### src/rtl/rr_sched_pkg.sv
// Shared types and helpers for the hold-based round-robin scheduler family.
// Helpers operate on the widest supported requester vector; callers cast to their own width.
package rr_sched_pkg;

  localparam int MAX_N   = 16;
  localparam int MAX_IDW = 4;

  typedef enum logic [1:0] {
    IDLE = 2'd0,
    BUSY = 2'd1,
    GAP  = 2'd2
  } sched_state_t;

  typedef struct packed {
    logic               valid;
    logic [MAX_IDW-1:0] idx;
  } pick_t;

  function automatic logic [MAX_N-1:0] onehot(input logic [MAX_IDW-1:0] idx);
    logic [MAX_N-1:0] vec;
    vec      = '0;
    vec[idx] = 1'b1;
    return vec;
  endfunction

  // Walk offsets from far to near so the nearest set bit after ptr is the last one written.
  function automatic pick_t rr_pick(input logic [MAX_N-1:0]   req,
                                    input logic [MAX_IDW-1:0] ptr,
                                    input int                 n);
    pick_t res;
    int    cand;
    res = '0;
    for (int off = MAX_N; off >= 1; off--) begin
      if (off <= n) begin
        cand = int'(ptr) + off;
        if (cand >= n) begin
          cand = cand - n;
        end
        if (req[cand[MAX_IDW-1:0]]) begin
          res.valid = 1'b1;
          res.idx   = cand[MAX_IDW-1:0];
        end
      end
    end
    return res;
  endfunction

endpackage

### src/rtl/rr_prio_pick.sv
// Combinational round-robin pick: first set request bit at or after (ptr+1) mod N, with wrap.
module rr_prio_pick
  import rr_sched_pkg::*;
#(
  parameter  int N   = 4,
  localparam int IDW = $clog2(N)
) (
  input  logic [N-1:0]   req_i,
  input  logic [IDW-1:0] ptr_i,
  output logic           valid_o,
  output logic [IDW-1:0] idx_o
);

  pick_t pick;

  always_comb begin
    pick    = rr_pick(MAX_N'(req_i), MAX_IDW'(ptr_i), N);
    valid_o = pick.valid;
    idx_o   = IDW'(pick.idx);
  end

endmodule

### src/rtl/rr_hold_scheduler.sv
// Round-robin scheduler that holds a grant for a whole transaction, with a one-cycle
// turnaround gap after every release and timeout preemption when others are waiting.
module rr_hold_scheduler
  import rr_sched_pkg::*;
#(
  parameter  int N        = 4,
  parameter  int MAX_HOLD = 8,
  localparam int IDW      = $clog2(N)
) (
  input  logic           clk,
  input  logic           RST,
  input  logic [N-1:0]   REQ,
  input  logic           DONE,
  output logic [N-1:0]   GRANT,
  output logic [IDW-1:0] GRANT_ID,
  output logic           GRANT_VALID,
  output logic           PREEMPT
);

  localparam int              HCW        = $clog2(MAX_HOLD);
  localparam logic [HCW-1:0]  HOLD_LIMIT = HCW'(MAX_HOLD - 1);

  sched_state_t   state_q, state_d;
  logic [N-1:0]   grant_q, grant_d;
  logic [IDW-1:0] grantId_q, grantId_d;
  logic [IDW-1:0] ptr_q, ptr_d;
  logic [HCW-1:0] holdCnt_q, holdCnt_d;
  logic           grantValid_q, grantValid_d;
  logic           preempt_q, preempt_d;

  logic           pickValid;
  logic [IDW-1:0] pickIdx;
  logic           ownerReq;
  logic           othersWaiting;
  logic           timeout;
  logic           releaseNow;

  rr_prio_pick #(.N(N)) u_pick (
    .req_i   (REQ),
    .ptr_i   (ptr_q),
    .valid_o (pickValid),
    .idx_o   (pickIdx)
  );

  assign ownerReq      = REQ[grantId_q];
  assign othersWaiting = |(REQ & ~grant_q);
  assign timeout       = (holdCnt_q == HOLD_LIMIT) && othersWaiting;
  assign releaseNow    = DONE || !ownerReq || timeout;

  always_ff @(posedge clk) begin
    if (RST) begin
      state_q      <= IDLE;
      grant_q      <= '0;
      grantId_q    <= '0;
      grantValid_q <= 1'b0;
      preempt_q    <= 1'b0;
      holdCnt_q    <= '0;
      ptr_q        <= IDW'(N - 1);
    end else begin
      state_q      <= state_d;
      grant_q      <= grant_d;
      grantId_q    <= grantId_d;
      grantValid_q <= grantValid_d;
      preempt_q    <= preempt_d;
      holdCnt_q    <= holdCnt_d;
      ptr_q        <= ptr_d;
    end
  end

  always_comb begin
    state_d = state_q;
    case (state_q)
      IDLE:    if (pickValid) state_d = BUSY;
      BUSY:    if (releaseNow) state_d = GAP;
      GAP:     state_d = IDLE;
      default: state_d = IDLE;
    endcase
  end

  // DONE outranks the timeout, so PREEMPT only fires when the owner is still mid-transaction.
  always_comb begin
    grant_d   = grant_q;
    grantId_d = grantId_q;
    ptr_d     = ptr_q;
    holdCnt_d = holdCnt_q;
    preempt_d = 1'b0;
    case (state_q)
      IDLE: begin
        if (pickValid) begin
          grant_d   = N'(onehot(MAX_IDW'(pickIdx)));
          grantId_d = pickIdx;
          ptr_d     = pickIdx;
          holdCnt_d = '0;
        end
      end
      BUSY: begin
        if (releaseNow) begin
          grant_d   = '0;
          grantId_d = '0;
          preempt_d = !DONE && ownerReq && timeout;
        end else if (holdCnt_q != HOLD_LIMIT) begin
          holdCnt_d = holdCnt_q + 1'b1;
        end
      end
      default: begin
        grant_d   = '0;
        grantId_d = '0;
      end
    endcase
    grantValid_d = |grant_d;
  end

  assign GRANT       = grant_q;
  assign GRANT_ID    = grantId_q;
  assign GRANT_VALID = grantValid_q;
  assign PREEMPT     = preempt_q;

endmodule

### config.mk
export PLATFORM = sky130hd
export DESIGN_NAME = rr_hold_scheduler
export DESIGN_NICKNAME = d
export VERILOG_FILES = /design/src/rtl/rr_sched_pkg.sv /design/src/rtl/rr_prio_pick.sv /design/src/rtl/rr_hold_scheduler.sv
export SDC_FILE = /design/constraint.sdc
export NUM_CORES = 1
export LEC_CHECK = 0
export ABC_AREA = 1
export ABC_CLOCK_PERIOD_IN_PS = 2140
export CELL_PAD_IN_SITES_DETAIL_PLACEMENT = 1
export CELL_PAD_IN_SITES_GLOBAL_PLACEMENT = 2
export CORE_ASPECT_RATIO = 0.9
export CORE_MARGIN = 3
export CORE_UTILIZATION = 28
export CTS_CLUSTER_DIAMETER = 150
export CTS_CLUSTER_SIZE = 16
export DETAILED_ROUTE_END_ITERATION = 6
export PLACE_DENSITY_LB_ADDON = 0.05
export SYNTH_ARGS = -nofsm -noshare
export SYNTH_HDL_FRONTEND = slang
export SYNTH_SLANG_ARGS = --single-unit
export TNS_END_PERCENT = 100
### constraint.sdc
create_clock -name clk -period 2.14 [get_ports clk]
set_clock_uncertainty 0.05 [all_clocks]
set_input_delay 0.428 -clock clk [delete_from_list [all_inputs] [get_ports clk]]
set_output_delay 0.428 -clock clk [all_outputs]
set_load 0.005 [all_outputs]
* Word-level counts from Yosys, hierarchy flattened
Index checks and enable logic that the tools add are counted.
** Storage, ports and cells
- Memories :: 0
- Bits in registers :: 15
- Input bits :: 7
- Bits in writable memories :: 0
- Logic and storage cells :: 87
- Bits in latches :: 0
- Bits in read-only memories :: 0
- Output and inout bits :: 8
** Cells by class
- Equal/unequal tests :: 7
- Magnitude comparators :: 11
- Mux-type cells :: 33
- Shifts and indexed selects :: 0
- Add/sub/neg operators :: 9
- Multipliers :: 0
- Reduce and logical (&&, ||, !) cells :: 16
- Bitwise operators :: 4
- Div/mod/pow operators :: 0
** Operators with widths (count)
- $ge 32x4->1 const B :: 4
- $mux 4 :: 6
- $lt 4x5->1 const B :: 4
- $mux 5 :: 4
- $bmux 1 s4 :: 4
- $sub 4x4->4 const B :: 4
- $mux 3 :: 3
- $mux 2 :: 4
- $pmux 2 s2 :: 2
- $pmux 4 s2 :: 1
- $reduce_or 4->1 :: 2
- $add 2x2->3 const B :: 2
- $mux 1 :: 6
- $ne 2x2->1 const B :: 3
- $pmux 3 s2 :: 1
- $lt 2x5->1 const B :: 1
- $add 2x3->4 const B :: 1
- $and 4x4->4 :: 1
- $logic_and 1x1->1 :: 4
- $not 4->4 :: 1
- $reduce_and 2->1 :: 2
- $reduce_and 4->1 :: 1
- $add 2x1->3 const B :: 1
- $add 3x1->3 const B :: 1
- other kinds (14) :: 17

* Longest topological paths before layout
Gate-level depths: netlist (run 1).
- Depth in word-level cells :: 16
- Depth in mapped cells :: 14
- Mapped depth without buffers :: 14

* Cells and area by module
From an unflattened synthesis (run 1), not the netlist that was laid out.
** Unflattened totals
- Cells, all modules :: 165
- Area total of the unflattened synthesis :: 1077.3 um2
** Modules (own cells, without submodules)
- rr_hold_scheduler :: area each 800.8 um2, cells each 118, seq. area each 300.3 um2, instances 1
- rr_prio_pick :: area each 276.5 um2, cells each 47, seq. area each 0.0 um2, instances 1

* Worst setup path after synthesis (run 1)
Ideal clock, no wire load.
- Path kind :: reg2reg
- Start point :: reg ptr_q[0]
- End point :: reg grantValid_q, in the netlist GRANT_VALID
- Clock period less this slack :: 1.904 ns
- Data required time :: 1.974 ns
- Slack :: 0.236 ns
- Stages on the path, launching flop included :: 15
- Buffers on the path :: 0
- Arrival :: 1.738 ns
- Library setup time :: 0.116 ns
- Cells stage by stage :: dfxtp_1 -> inv_2 -> ha_1 -> nand3_1 -> nand2_1 -> nor2_2 -> nand2_1 -> nand2_1 -> nand2_2 -> nand2_2 -> nor2_2 -> nand2_1 -> nand2_1 -> o21bai_1 -> nand2_1
** Between the ends
- Longest elaborated chain between the ends :: 16
- Elaborated cells between the ends (all ways) :: 36
- Those cells by class :: add/sub (8); order compare (6); mux (20); reduce/logical (2)
** Ends and longest elaborated chain
- start: declaration :: RTL line rr_hold_scheduler.sv:26 : logic [IDW-1:0] ptr_q, ptr_d;
- start signal: assignment :: RTL line rr_hold_scheduler.sv:58 : ptr_q <= IDW'(N - 1);
- start signal: assignment :: RTL line rr_hold_scheduler.sv:66 : ptr_q <= ptr_d;
- $add 2x3->4 :: RTL line rr_sched_pkg.sv:35 : cand = int'(ptr) + off;
- $ge 32x4->1 / $sub 4x4->4 (equally long branches) :: RTL line rr_sched_pkg.sv:36, rr_sched_pkg.sv:37
- $mux 4 :: RTL line rr_sched_pkg.sv:36 : if (cand >= n) begin
- $bmux 1 s4 :: RTL line rr_sched_pkg.sv:39 : if (req[cand[MAX_IDW-1:0]]) begin
- $mux 1 (not written as such) :: RTL line rr_sched_pkg.sv:39
- $mux 5 (3 in a row) :: RTL line rr_sched_pkg.sv:39
- $mux 5 (*) :: RTL line rr_sched_pkg.sv:39
- $lt 2x5->1 (not written as such) / $ge 2x1->1 (equally long branches) :: RTL line rr_sched_pkg.sv:22 : vec[idx] = 1'b1;
- $logic_and 1x1->1 (not written as such) :: RTL line rr_sched_pkg.sv:22
- $mux 1 (not written as such) :: RTL line rr_sched_pkg.sv:22
- $demux 1 s2 :: RTL line rr_sched_pkg.sv:22
- $mux 4 (*) :: RTL line rr_hold_scheduler.sv:89 : if (pickValid) begin
- $pmux 4 s2 (*) :: RTL line rr_hold_scheduler.sv:87 : case (state_q)
- $reduce_or 4->1 (*) :: RTL line rr_hold_scheduler.sv:110 : grantValid_d = |grant_d;
- end signal: assignment :: RTL line rr_hold_scheduler.sv:63 : grantValid_q <= grantValid_d;
- end: declaration :: RTL line rr_hold_scheduler.sv:28 : logic grantValid_q, grantValid_d;
Every way passes the cells marked *; elsewhere a longest branch is shown, timed or not. The select of a mux whose other input is x is not followed.
A chain may end at the register's enable or synchronous reset.

* Final worst setup path (run 1)
- Start point :: in REQ[1]
- End point :: reg holdCnt_q[2]
** Between the ends
- Longest elaborated chain between the ends :: 8
- Elaborated cells between the ends (all ways) :: 23
- Those cells by class :: eq/ne (2); mux (14); bitwise (1); reduce/logical (6)
** Ends and longest elaborated chain
- start: declaration :: RTL line rr_hold_scheduler.sv:12 : input logic [N-1:0] REQ,
- $bmux 1 s4 :: RTL line rr_sched_pkg.sv:39
- $mux 1 (not written as such) :: RTL line rr_sched_pkg.sv:39
- $mux 5 (4 in a row) :: RTL line rr_sched_pkg.sv:39
- $ne 2x1->1 (no source line)
- $reduce_and 4->1 (no source line) (*)
- end signal: assignment :: RTL line rr_hold_scheduler.sv:65 : holdCnt_q <= holdCnt_d;
- end: declaration :: RTL line rr_hold_scheduler.sv:27 : logic [HCW-1:0] holdCnt_q, holdCnt_d;
Marks and branches as above.

==> results of run 1 <==
==> cell usage after synthesis, drive strengths merged <==
master	instances
nand3b	1
a21oi	14
ha	6
nand3	13
dfxtp	15
o22ai	2
o21ai	5
nor4	1
inv	18
o211ai	3
nand4	1
o21bai	1
dlygate4sd1	1
nand2	43
and2	2
nor2	11
==> worst reg2reg max path, cell delays in order, from the launching register on <==
cell and delay, ps:
dfxtp_2 350, inv_1 110, ha_4 320, inv_1 40, nand3_1 90, nand3_2 150, nand2_1 90, nor2_1 50
nand2_1 60, nand2_1 90, nand3_1 140, nand2_1 60, o21bai_1 130, nand2_1 60
==> registers in the layout (all words and copies together), names as in the netlist <==
signal       cells
GRANT            4
holdCnt_q        3
GRANT_ID         2
ptr_q            2
state_q          2
GRANT_VALID      1
PREEMPT          1
==> per-stage QoR <==
| stage | cells | area, sq um | worst slack [ps] | hold WS (ps) | util [%] |
|---|---|---|---|---|---|
| 2_1_floorplan | 137 | 936 | 236 | 397 | - |
| 3_3_place_gp | 200 | 1180 | -62.7 | 421 | 37.6 |
| 4_1_cts | 204 | 1220 | 75.5 | 428 | 39.0 |
| 3_5_place_dp | 200 | 1180 | -144 | 419 | 37.6 |
| 5_1_grt | 204 | 1250 | 27.2 | 457 | 40.0 |
| 6_report | 204 | 1250 | 181 | 428 | 40.0 |
==> routing by layer <==
| metal | up-vias | share of wire, % |
|---|---|---|
| met1 | 435 | 51 |
| li1 | 495 | - |
| met4 | 0 | 0.92 |
| met3 | 4 | 3.7 |
| met5 | - | 0 |
| met2 | 15 | 45 |
==> report_power, final <==
group / leakage, uW / switching [uW] / internal [uW]
Combinational: 0.000450 / 738 / 544
Clock: 0.0000228 / 98.4 / 132
Sequential: 0.000123 / 86.9 / 385
==> area by class of cell <==
class | instances | area share, %
multi-input combinational | 103 | 46.8
sequential | 15 | 24.1
timing repair buffer | 22 | 16.0
inverter | 18 | 5.39
tap | 42 | 4.19
clock buffer | 4 | 3.59
==> worst max-delay path by stage <==
| stage | startpoint | endpoint | slack [ps] | cells past startpoint |
|---|---|---|---|---|
| finish | REQ[1] | holdCnt_q[2] | 180 | 12 |
| global route | REQ[1] | holdCnt_q[2] | 30 | 12 |
| CTS | ptr_q[1] | GRANT_VALID | 80 | 12 |
| detailed placement | REQ[1] | holdCnt_q[2] | -140 | 12 |
| global placement | REQ[0] | GRANT_VALID | -60 | 10 |
| floorplan | ptr_q[0] | GRANT_VALID | 240 | 14 |
==> kinds of logic after synthesis <==
| group | Yosys count | synth area share, % |
|---|---|---|
| AO/OA/AOI/OAI | 25 | 15.1 |
| flip-flops | 15 | 32.1 |
| AND/OR/NAND/NOR | 72 | 36.6 |
| buffers and inverters | 19 | 8.15 |
| adder cells (fa/ha/maj) | 6 | 8.02 |
==> flow_metrics.env, run 1 <==
export IMPL_status="completed"
export IMPL_clock_latency_ps=250
export IMPL_fin_crit_ps=1960
export IMPL_fillCellCount=409
export IMPL_finalSetupTns_ps=0
export IMPL_cts_resized=0
export IMPL_ir_drop_mv=0.582
export IMPL_drv_cap=0
export IMPL_first_pass_iters=4
export IMPL_finalCritPeriodShare_pct=91.5
export IMPL_hpwlAfterDp_um=2240
export IMPL_synth_area_leaders="dfxtp_1, nand2_1, ha_1, a21oi_1, inv_1"
export IMPL_drcViolationCount=0
export IMPL_areaGrowthSynthToFinish_pct=34.0
export IMPL_port_buffers=14
export IMPL_drt_antenna_violating_nets=0
export IMPL_grt_pass1_wl_um=4510
export IMPL_drt_wirelength_per_cell_um=13.3
export IMPL_syn_avg_cell_area_sq_um=6.83
export IMPL_drt_wl_total_um=2720
export IMPL_slew_headroom_pct=69.1
export IMPL_min_delay_path_class="flip-flop to flip-flop"
export IMPL_tightest_slew_ps=462
export IMPL_total_power_uw=1980
export IMPL_syn_inst=137
export IMPL_grt_busiest_layer="met2"
export IMPL_power_density_mw_per_mm2=1580
export IMPL_slowest_stage="clkdlybuf4s50_1"
export IMPL_cts_hold_fix_buffers=0
export IMPL_cts_buffer_depth=2
export IMPL_fmax_ghz=0.511
export IMPL_first_global_vias=953
export IMPL_num_vias=949
export IMPL_holdPathStages=2
export IMPL_die_area_sq_mm=0.00407
export IMPL_crit_buf_inv=4
export IMPL_rsz0062_at_grt="no"
export IMPL_multiInputGateArea_sq_um=587
export IMPL_hold_viol=0
export IMPL_cp_max_fo=4
export IMPL_hp_start="holdCnt_q[1]"
export IMPL_required_ps=2230
export IMPL_cts_setup_buffers=0
export IMPL_report_final_slew_viol_count=0
export IMPL_cp_end_kind="flip-flop"
export IMPL_worst_path_largest_cell_delay_ps=500
export IMPL_hold_end="holdCnt_q[1]"
export IMPL_reg2reg_slack_ps=260
export IMPL_ys_seq_elements=15
export IMPL_final_cell_mix="nand2_1, inv_1, dfxtp_1, a21oi_1, clkdlybuf4s50_1"
export IMPL_place_congestion=0.707
export IMPL_yosysWarnings=0
export IMPL_cts_tree="built"
export IMPL_grt_total_usage_pct=15.2
export IMPL_r2r_end="GRANT_VALID"
export IMPL_timing_rr_start="ptr_q[1]"
export IMPL_cp_arrival_ps=2050
export IMPL_fin_nets=176
export IMPL_met2_usage_pct=23.7
export IMPL_seqCellArea_sq_um=302
export IMPL_synth_net_count=150
export IMPL_final_common_cell="nand2_1"
export IMPL_h_tree_depth=1
export IMPL_initial_core_util_pct=29.8
export IMPL_clock_sinks=15
export IMPL_cts_root_buf="clkbuf_8"
export IMPL_ios=15
export IMPL_via_per_inst=4.65
export IMPL_synth_top_cell_area_share_pct=32.1
export IMPL_setup_viol=0
export IMPL_yosys_area_top_type="dfxtp_1"
export IMPL_die_h_um=60.8
export IMPL_leakage_uw=0.000595
export IMPL_crit_type="input pin to flip-flop"
export IMPL_final_layout_size_suffix_gt1_share_pct=19.8
export IMPL_synthesis_area_sq_um=936
export IMPL_synth_distinct_cells=23
export IMPL_fp_dieW_um=66.9
export IMPL_ff2ff_path_depth=13
export IMPL_met3_usage_pct=3.89
export IMPL_grt_use_met1_pct=20.7
export IMPL_grt_overflow_total=0
export IMPL_grt_max_degree=11
export IMPL_cts_made_buffers=3
export IMPL_antenna_found_initial=0
export IMPL_cp_start_kind="input pin"
export IMPL_drt_iter0_markers=28
export IMPL_path_cells="clkdlybuf4s50_1 -> inv_1 -> a21oi_1 -> o21ai_0 -> nand2_1 -> inv_1 -> nor2_2 -> nand3_2 -> o21ai_4 -> inv_2 -> a21oi_1 -> nor2_1"
export IMPL_synth_seq_area_share_pct=32.1
export IMPL_clkTransAtPathRegs_ps=60
export IMPL_critPathTopFamily="buffers and inverters"
export IMPL_n_antenna_cell=0
export IMPL_row_count=19
export IMPL_core_sq_mm=0.00314
Note: power is estimated with default switching activity, not from simulation.
==> inputs of run 2 (changes only) <==
- CORE_UTILIZATION: 28 -> 33
- DONT_BUFFER_PORTS: default -> 1
- TNS_END_PERCENT: 100 -> 1
==> run 2 against run 1 <==
  * First-iteration DRC count increased by 21%
  * Utilization down 0.33 points
  * Combinational power is 20% lower
  * Via count is 8.1% lower
  * Critical path type is now flip-flop to flip-flop
  * Final cell count fell by 12%
  * Worst setup slack better by 42 ps
  * Final area decreased by 19%
  * Global-route usage up 0.55 points
  * Largest power group unchanged
  * Critical path depth is 2 higher
  * Clock-buffer cell count unchanged
  * Register-to-register slack worse by 40 ps
==> flow_metrics.env, run 2 (synthesis gave the netlist of run 1 again) <==
export IMPL_status="completed"
export IMPL_areaGrowthSynthToFinish_pct=8.96
export IMPL_critPathTopFamily="simple AND/OR/NAND/NOR gates"
export IMPL_die_area_sq_mm=0.00351
export IMPL_cts_made_buffers=3
export IMPL_cts_root_buf="clkbuf_4"
export IMPL_core_sq_mm=0.00257
export IMPL_slew_headroom_pct=72.6
export IMPL_crit_top_cell="nand2_1"
export IMPL_final_common_cell="nand2_1"
export IMPL_path_cells="inv_1 -> ha_2 -> nand3_1 -> nand2_1 -> nor2_2 -> nand2_1 -> nand2_1 -> nand2_2 -> nand2_2 -> nor2_2 -> nand2_1 -> nand2_1 -> o21ai_1 -> nand2_1"
export IMPL_worst_path_largest_cell_delay_ps=350
export IMPL_cts_buffer_depth=2
export IMPL_holdPathStages=1
export IMPL_drt_iter0_markers=34
export IMPL_crit_buf_inv=1
export IMPL_cts_setup_buffers=0
export IMPL_antenna_found_initial=0
export IMPL_row_count=17
export IMPL_slowest_stage="dfxtp_2"
export IMPL_leakage_uw=0.000506
export IMPL_finalCritPeriodShare_pct=89.5
export IMPL_h_tree_depth=1
export IMPL_clkTransAtPathRegs_ps=90
export IMPL_finalNonFillerCells=180
export IMPL_largest_register_ffs=4
export IMPL_drt_wirelength_per_cell_um=14.0
export IMPL_cp_start_kind="flip-flop"
export IMPL_clock_sinks=15
export IMPL_hpwlAfterDp_um=2100
export IMPL_ir_drop_mv=0.588
export IMPL_cp_max_fo=6
export IMPL_drcViolationCount=0
export IMPL_grt_overflow_total=0
export IMPL_cp_depth=14
export IMPL_report_final_slew_viol_count=0
export IMPL_num_vias=872
export IMPL_cp_arrival_ps=2040
export IMPL_ff2ff_path_depth=14
export IMPL_grt_max_degree=12
export IMPL_grt_pass1_wl_um=4370
export IMPL_cp_end_kind="flip-flop"
export IMPL_place_congestion=0.798
export IMPL_fin_nets=156
export IMPL_fp_dieW_um=62.1
export IMPL_via_per_inst=4.84
export IMPL_fin_crit_ps=1920
export IMPL_dp_cells=176
export IMPL_finalSetupTns_ps=0
export IMPL_drt_wl_total_um=2510
export IMPL_final_layout_size_suffix_gt1_share_pct=16.9
export IMPL_first_global_vias=895
export IMPL_tightest_slew_ps=410
export IMPL_crit_type="flip-flop to flip-flop"
export IMPL_setup_viol=0
export IMPL_rsz0062_at_grt="no"
export IMPL_fmax_ghz=0.522
export IMPL_die_h_um=56.5
export IMPL_cts_tree="built"
export IMPL_final_cell_mix="nand2_1, inv_1, dfxtp_1, a21oi_1, nand3_1"
export IMPL_fillCellCount=332
export IMPL_drt_antenna_violating_nets=0
export IMPL_clock_latency_ps=280
export IMPL_grt_total_usage_pct=15.7
export IMPL_drv_cap=0
export IMPL_initial_core_util_pct=36.4
export IMPL_port_buffers=0
export IMPL_hold_viol=0
export IMPL_n_antenna_cell=0
export IMPL_ios=15
export IMPL_first_pass_iters=4
export IMPL_required_ps=2270
export IMPL_power_density_mw_per_mm2=1640
export IMPL_min_delay_path_class="input pin to flip-flop"
==> run 2: changes by cell type in the layout (fill, tap and decap cells not counted), sizes merged <==
| cell | previous run | this run |
|---|---|---|
| buf | 8 | 2 |
| clkdlybuf4s50 | 14 | 0 |
==> run 2: routing by layer <==
| metal | track usage, % | vias to the layer above | part of all wire, % | wire length (um) |
|---|---|---|---|---|
| met4 | 2.84 | 0 | 0.44 | 11 |
| met5 | 0 | - | 0 | 0 |
| met2 | 24.2 | 14 | 44 | 1110 |
| met1 | 21.6 | 400 | 51 | 1290 |
| li1 | - | 456 | - | - |
| met3 | 5.00 | 2 | 4.1 | 103 |
==> run 2: worst reg2reg max path: stages (launching register included) <==
cell     delay (ps)
dfxtp_2         350
inv_1           110
ha_2            320
nand3_1         100
nand2_1          80
nor2_2          110
nand2_1          80
nand2_1          90
nand2_2          60
nand2_2          80
nor2_2           50
nand2_1          80
nand2_1          60
o21ai_1         120
nand2_1          60
==> run 2: final timing paths <==
path                        to         start  slack, ps
setup / recovery   GRANT_VALID      ptr_q[1]        220
hold / removal    holdCnt_q[1]           RST        150
setup reg to reg   GRANT_VALID      ptr_q[1]        220
hold reg to reg   holdCnt_q[1]  holdCnt_q[1]        420
==> run 2: per-stage QoR <==
step / power [uW] / utilization [%] / setup slack [ps] / hold WS [ps] / area, sq um
floorplan: 1250 / - / 236 / 397 / 936
global placement: 1480 / 38.5 / 201 / 401 / 990
detailed placement: 1510 / 38.5 / 132 / 409 / 990
CTS: 1680 / 39.5 / 115 / 140 / 1020
global route: 1870 / 39.6 / 16.3 / 131 / 1020
finish: 1670 / 39.6 / 224 / 150 / 1020
==> run 2: area by class of cell <==
class	instances	area, sq um	share of cell area [%]
Timing Repair Buffer	2	15.0	1.47
Sequential cell	15	302	29.6
Multi-Input combinational cell	103	562	55.1
Clock buffer	4	26.3	2.58
Inverter	18	67.6	6.63
Tap cell	38	47.5	4.66
==> run 2: timing repair <==
action	CTS	global route
setup endpoints to repair	0	1
hold buffers	0	0
gates resized for setup	0	2
==> run 2: power breakdown <==
| group | internal (uW) | total (uW) | switching (uW) |
|---|---|---|---|
| logic | 354 | 1030 | 680 |
| clock network | 72.3 | 162 | 90.1 |
| registers | 385 | 476 | 90.9 |
| total | 811 | 1670 | 861 |
